File: src/rtl/lc3_int_ctrl.sv
// lc3_int_ctrl: 8-source prioritised interrupt controller for an LC-3 core.
// Each source has edge-detected pending capture and a programmable 3-bit
// priority. The winner is offered to the control unit through a
// three-state handshake (IDLE -> REQ -> ACK).
// Optional feature: define LC3_INTC_MASK_EN to add per-source enable bits
// that are written from cfg_mask.
module lc3_int_ctrl #(
  parameter logic [7:0] VEC_BASE = 8'h80,
  parameter logic [2:0] PRI_RST  = 3'd4
) (
  input  logic       clk,
  input  logic       rst_n,
  input  logic [7:0] irq_req,
  input  logic [2:0] psr_pl,
  input  logic       int_ack,
  input  logic       cfg_we,
  input  logic [2:0] cfg_sel,
  input  logic [2:0] cfg_pri,
  input  logic       cfg_mask,
  output logic       int_out,
  output logic [7:0] intv,
  output logic [7:0] src_ack
);

  typedef enum logic [1:0] {IDLE, REQ, ACK} state_t;

  state_t      state_q, state_d;
  logic [7:0]  irq_q, irq_d;
  logic [7:0]  pend_q, pend_d;
  logic        int_out_q, int_out_d;
  logic [7:0]  intv_q, intv_d;
  logic [7:0]  src_ack_q, src_ack_d;
  logic [2:0]  win_idx_q, win_idx_d;
  logic [2:0]  win_pri_q, win_pri_d;

  logic [7:0]  rise;
  logic [7:0]  src_en;
  logic [7:0]  elig;
  logic [23:0] pri_flat;
  logic [7:0]  pend_clr;
  logic        arb_found;
  logic [2:0]  arb_idx;
  logic [2:0]  arb_pri;

`ifdef LC3_INTC_MASK_EN
  logic [7:0] mask_q, mask_d;

  // Mask register update from the configuration port
  always_comb begin
    mask_d = mask_q;
    if (cfg_we) begin
      mask_d[cfg_sel] = cfg_mask;
    end
  end

  // Mask register storage; every source enabled out of reset
  always_ff @(posedge clk or negedge rst_n) begin
    if (!rst_n) begin
      mask_q <= '1;
    end else begin
      mask_q <= mask_d;
    end
  end

  assign src_en = mask_q;
`else
  // Without the mask feature every source is permanently enabled.
  logic unused_cfg_mask;
  assign unused_cfg_mask = cfg_mask;
  assign src_en          = '1;
`endif

  // Per-source priority register and eligibility term
  for (genvar gi = 0; gi < 8; gi++) begin : g_src
    logic [2:0] pri_q, pri_d;

    // Priority register write when this source is selected
    always_comb begin
      pri_d = pri_q;
      if (cfg_we && (cfg_sel == 3'(gi))) begin
        pri_d = cfg_pri;
      end
    end

    // Priority register storage
    always_ff @(posedge clk or negedge rst_n) begin
      if (!rst_n) begin
        pri_q <= PRI_RST;
      end else begin
        pri_q <= pri_d;
      end
    end

    assign pri_flat[gi*3 +: 3] = pri_q;
    assign elig[gi]            = pend_q[gi] & src_en[gi] & (pri_q > psr_pl);
  end

  assign rise  = irq_req & ~irq_q;
  assign irq_d = irq_req;

  // Arbiter: highest priority wins; scanning upward with a strict compare
  // keeps the lowest index on ties
  always_comb begin
    arb_found = 1'b0;
    arb_idx   = 3'd0;
    arb_pri   = 3'd0;
    for (int i = 0; i < 8; i++) begin
      if (elig[i] && (!arb_found || (pri_flat[i*3 +: 3] > arb_pri))) begin
        arb_found = 1'b1;
        arb_idx   = 3'(i);
        arb_pri   = pri_flat[i*3 +: 3];
      end
    end
  end

  // Offer FSM next-state and output logic
  always_comb begin
    state_d   = state_q;
    int_out_d = int_out_q;
    intv_d    = intv_q;
    src_ack_d = '0;
    win_idx_d = win_idx_q;
    win_pri_d = win_pri_q;
    pend_clr  = '0;
    case (state_q)
      IDLE: begin
        if (arb_found) begin
          state_d   = REQ;
          int_out_d = 1'b1;
          intv_d    = VEC_BASE + {5'b0, arb_idx};
          win_idx_d = arb_idx;
          win_pri_d = arb_pri;
        end
      end
      REQ: begin
        // Acknowledge beats withdrawal when both happen together
        if (int_ack) begin
          state_d   = ACK;
          int_out_d = 1'b0;
          src_ack_d = 8'b1 << win_idx_q;
          pend_clr  = 8'b1 << win_idx_q;
        end else if (psr_pl >= win_pri_q) begin
          state_d   = IDLE;
          int_out_d = 1'b0;
        end
      end
      ACK: begin
        state_d = IDLE;
      end
      default: begin
        state_d   = IDLE;
        int_out_d = 1'b0;
      end
    endcase
    // A new edge on the serviced source in the same cycle is not lost
    pend_d = (pend_q & ~pend_clr) | rise;
  end

  // State, pending and output registers
  always_ff @(posedge clk or negedge rst_n) begin
    if (!rst_n) begin
      state_q   <= IDLE;
      irq_q     <= '0;
      pend_q    <= '0;
      int_out_q <= 1'b0;
      intv_q    <= 8'h00;
      src_ack_q <= '0;
      win_idx_q <= 3'd0;
      win_pri_q <= 3'd0;
    end else begin
      state_q   <= state_d;
      irq_q     <= irq_d;
      pend_q    <= pend_d;
      int_out_q <= int_out_d;
      intv_q    <= intv_d;
      src_ack_q <= src_ack_d;
      win_idx_q <= win_idx_d;
      win_pri_q <= win_pri_d;
    end
  end

  assign int_out = int_out_q;
  assign intv    = intv_q;
  assign src_ack = src_ack_q;

endmodule

File: config.mk
export PLATFORM = sky130hd
export DESIGN_NAME = lc3_int_ctrl
export DESIGN_NICKNAME = d
export VERILOG_FILES = /design/src/rtl/lc3_int_ctrl.sv
export SDC_FILE = /design/constraint.sdc
export NUM_CORES = 1
export LEC_CHECK = 0
export ABC_AREA = 1
export CAP_MARGIN = 20
export CORE_UTILIZATION = 35
export CTS_CLUSTER_SIZE = 30
export DETAILED_ROUTE_END_ITERATION = 8
export SLEW_MARGIN = 10
export SYNTH_ARGS = -nofsm -noshare
export SYNTH_HDL_FRONTEND = slang
export SYNTH_SLANG_ARGS = --single-unit
File: constraint.sdc
create_clock -name clk -period 8.6 [get_ports clk]
set_input_delay 0.86 -clock clk [delete_from_list [all_inputs] [get_ports clk]]
set_output_delay 0.86 -clock clk [all_outputs]
set_load 0.1 [all_outputs]
==> flow_metrics.env <==
export IMPL_status="finished, final reports clean"
export IMPL_hpwl_um=7200
export IMPL_slew_headroom_pct=34.5
export IMPL_ios=39
export IMPL_maxSlewViolCount=0
export IMPL_grt_max_degree=59
export IMPL_r2r_end="win_pri_q[0]"
export IMPL_antenna_found_initial=0
export IMPL_final_cell_count_no_fill=719
export IMPL_grt_usage_pct=18.6
export IMPL_crit_path_start="psr_pl[2]"
export IMPL_worst_path_max_fanout=5
export IMPL_vias=3443
export IMPL_rsz0062_at_grt="true"
export IMPL_syn_cell_area_um2=3690
export IMPL_skew_ns=0.00760
export IMPL_wl_met2_um=4940
export IMPL_setup_viol=0
export IMPL_antenna_cells=0
export IMPL_cts_hold_buf=0
export IMPL_die_x_um=105
export IMPL_hold_path_startpoint="irq_q[2]"
export IMPL_wl_met1_um=4460
export IMPL_max_stage_delay_ns=0.28
export IMPL_required_ns=8.82
export IMPL_drc=0
export IMPL_avgSynthCellArea_um2=7.86
export IMPL_final_cell_mix="nand2_1 (95), buf_4 (65), inv_1 (56)"
export IMPL_syn_to_final_growth_pct=45.6
export IMPL_wl_met3_um=342
export IMPL_start_util_pct=35.9
export IMPL_period_share_pct=95.2
export IMPL_regToRegStartpoint="g_src[0].pri_q[2]"
export IMPL_path_class="in -> reg"
export IMPL_die_y_um=105
export IMPL_avgViaCountPerCell=4.79
export IMPL_clkSinkCount=58
export IMPL_grt_pass1_vias=3407
export IMPL_total_power_mw=2.18
export IMPL_cts_root_buffer="clkbuf_8"
export IMPL_clkTransAtPathRegs_ns=0.07
export IMPL_rows=37
export IMPL_fmax_ghz=0.122
export IMPL_cts_buffers=9
export IMPL_cp_arrival_ns=8.41
export IMPL_leakage_nw=2.66
export IMPL_p_per_area_nw_per_um2=406
export IMPL_peakVddDrop_mv=0.353
export IMPL_io_buffers=33
export IMPL_seq_area_frac_synth_pct=39.6
export IMPL_die_area_um2=11000
export IMPL_h_tree_depth=3
export IMPL_cts_tree="yes"
export IMPL_clock_path_buffers=2
export IMPL_cp_slowest_cell="ha_4"
export IMPL_drt_first_iter_violations=119
export IMPL_drive_gt1_share_pct=33.4
export IMPL_core_um2=10300
export IMPL_end_kind="flip-flop"
export IMPL_grt_pass1_wl_um=16100
export IMPL_mostFrequentLayoutCell="nand2_1"
export IMPL_maxCapViolations=0
export IMPL_routed_wl_um=9840
export IMPL_period_needed_ns=8.19
export IMPL_whs_path_depth=1
export IMPL_synth_warnings=0
export IMPL_ys_ff_latch=58
export IMPL_path_common_cell="nand2_2"
export IMPL_netlist_instances=469
export IMPL_r2r_slack_ns=0.57
export IMPL_overflow=0
export IMPL_top_layer="met4"
export IMPL_dr_pass1_iters=4
export IMPL_hp_class="reg -> reg"
export IMPL_gp_congestion=0.844
export IMPL_final_nets=648
export IMPL_ff2ff_path_depth=67
export IMPL_whs_endpoint="pend_q[2]"
export IMPL_worst_pin_slew_ns=0.980
export IMPL_dp_cells=688
export IMPL_clkLatencyLatePin_ns=0.33
export IMPL_ant_nets=0
export IMPL_start_kind="input port"
export IMPL_synth_distinct_cells=31
export IMPL_wl_per_cell_um=13.7
export IMPL_hold_violations=0
-- state kept, by name, summed over array words and instances (netlist names) --
| register | count |
|---|---|
| state_q | 2 |
| src_ack | 8 |
| irq_q | 8 |
| pend_q | 8 |
| win_pri_q | 3 |
| int_out | 1 |
| win_idx_q | 2 |
| g_src.pri_q | 24 |
| intv | 2 |
-- worst max-delay path by stage --
stage	to	slack, ns	depth (start not counted)
6_report	win_pri_q[0]	0.41	70
5_1_grt	win_pri_q[2]	-0.16	69
4_1_cts	win_pri_q[0]	0.004	69
3_5_place_dp	win_pri_q[0]	-1.39	69
3_3_place_gp	win_pri_q[0]	-1.09	69
2_1_floorplan	win_pri_q[0]	0.10	68
-- Yosys cell counts, drive strengths merged --
master,count,area share [%]
a2111oi,1,0.24
a211oi,2,0.41
a21o,1,0.24
a21oi,15,2.0
a311oi,1,0.24
a31oi,1,0.17
and2,7,1.2
buf,5,1.1
clkinv,2,0.27
conb,1,0.10
dfrtp,50,34
dfstp,8,5.7
ha,48,16
inv,63,6.4
nand2,130,13
nand3,43,6.1
nand3b,2,0.41
nor2,28,3.1
nor3,1,0.14
o21a,2,0.41
o21ai,54,7.4
o22ai,1,0.17
or2,3,0.58
-- worst max-delay path: cells and delay by family --
family                     cells  cell delay (ns)
adders and majority gates      8             2.11
and+or+nand+nor               41             3.29
AOI/OAI and AO/OA             12             1.54
buffers and inverters          9             0.60
-- area by class of cell --
class / count / area, um^2
repair buffers: 99 / 830
well taps: 136 / 170
multi-input cells: 345 / 2460
clock inverters: 6 / 57.6
flip-flops and latches: 58 / 1460
fillers: 943 / 4910
inverters: 65 / 267
clock buffers: 10 / 128
-- through the flow --
| step | setup WS, ns | area (um^2) | utilization, % | setup TNS, ns | hold slack [ns] |
|---|---|---|---|---|---|
| final | 0.410 | 5370 | 52.2 | 0 | 0.424 |
| after CTS | 0.00436 | 4950 | 48.2 | 0 | 0.424 |
| after floorplan | 0.100 | 3700 | - | 0 | 0.400 |
| after detailed placement | -1.39 | 4540 | 44.2 | -8.00 | 0.415 |
| after global placement | -1.09 | 4540 | 44.2 | -6.24 | 0.402 |
| after global routing | -0.164 | 5370 | 52.2 | -0.784 | 0.433 |
-- where the power goes --
part	total (mW)	switching [mW]	leakage [nW]	internal [mW]
clock network	0.237	0.106	0.0958	0.132
registers	0.395	0.0563	0.679	0.339
logic	1.55	0.837	1.89	0.710
-- cell families after synthesis --
logic type               share of synthesized area [%]
adder cells (fa/ha/maj)                           16.3
flip-flops                                        39.6
buffers and inverters                             7.80
AO/OA/AOI/OAI                                     11.3
AND/OR/NAND/NOR                                   24.9
other                                            0.102
-- metal layers --
layer | vias up | global-route usage, %
met2 | 60 | 32.3
met1 | 1613 | 23.4
met5 | - | 0
li1 | 1762 | -
met3 | 8 | 3.81
met4 | 0 | 5.23
-- repair_timing --
action / CTS / global route
cloned: 1 / 0
hold endpoints to repair: 0 / 0
pin swaps: 11 / 65
setup endpoints to repair: 6 / 6
buffers inserted: 8 / 7
resized for setup: 41 / 101
(Power assumes the default switching activity.)
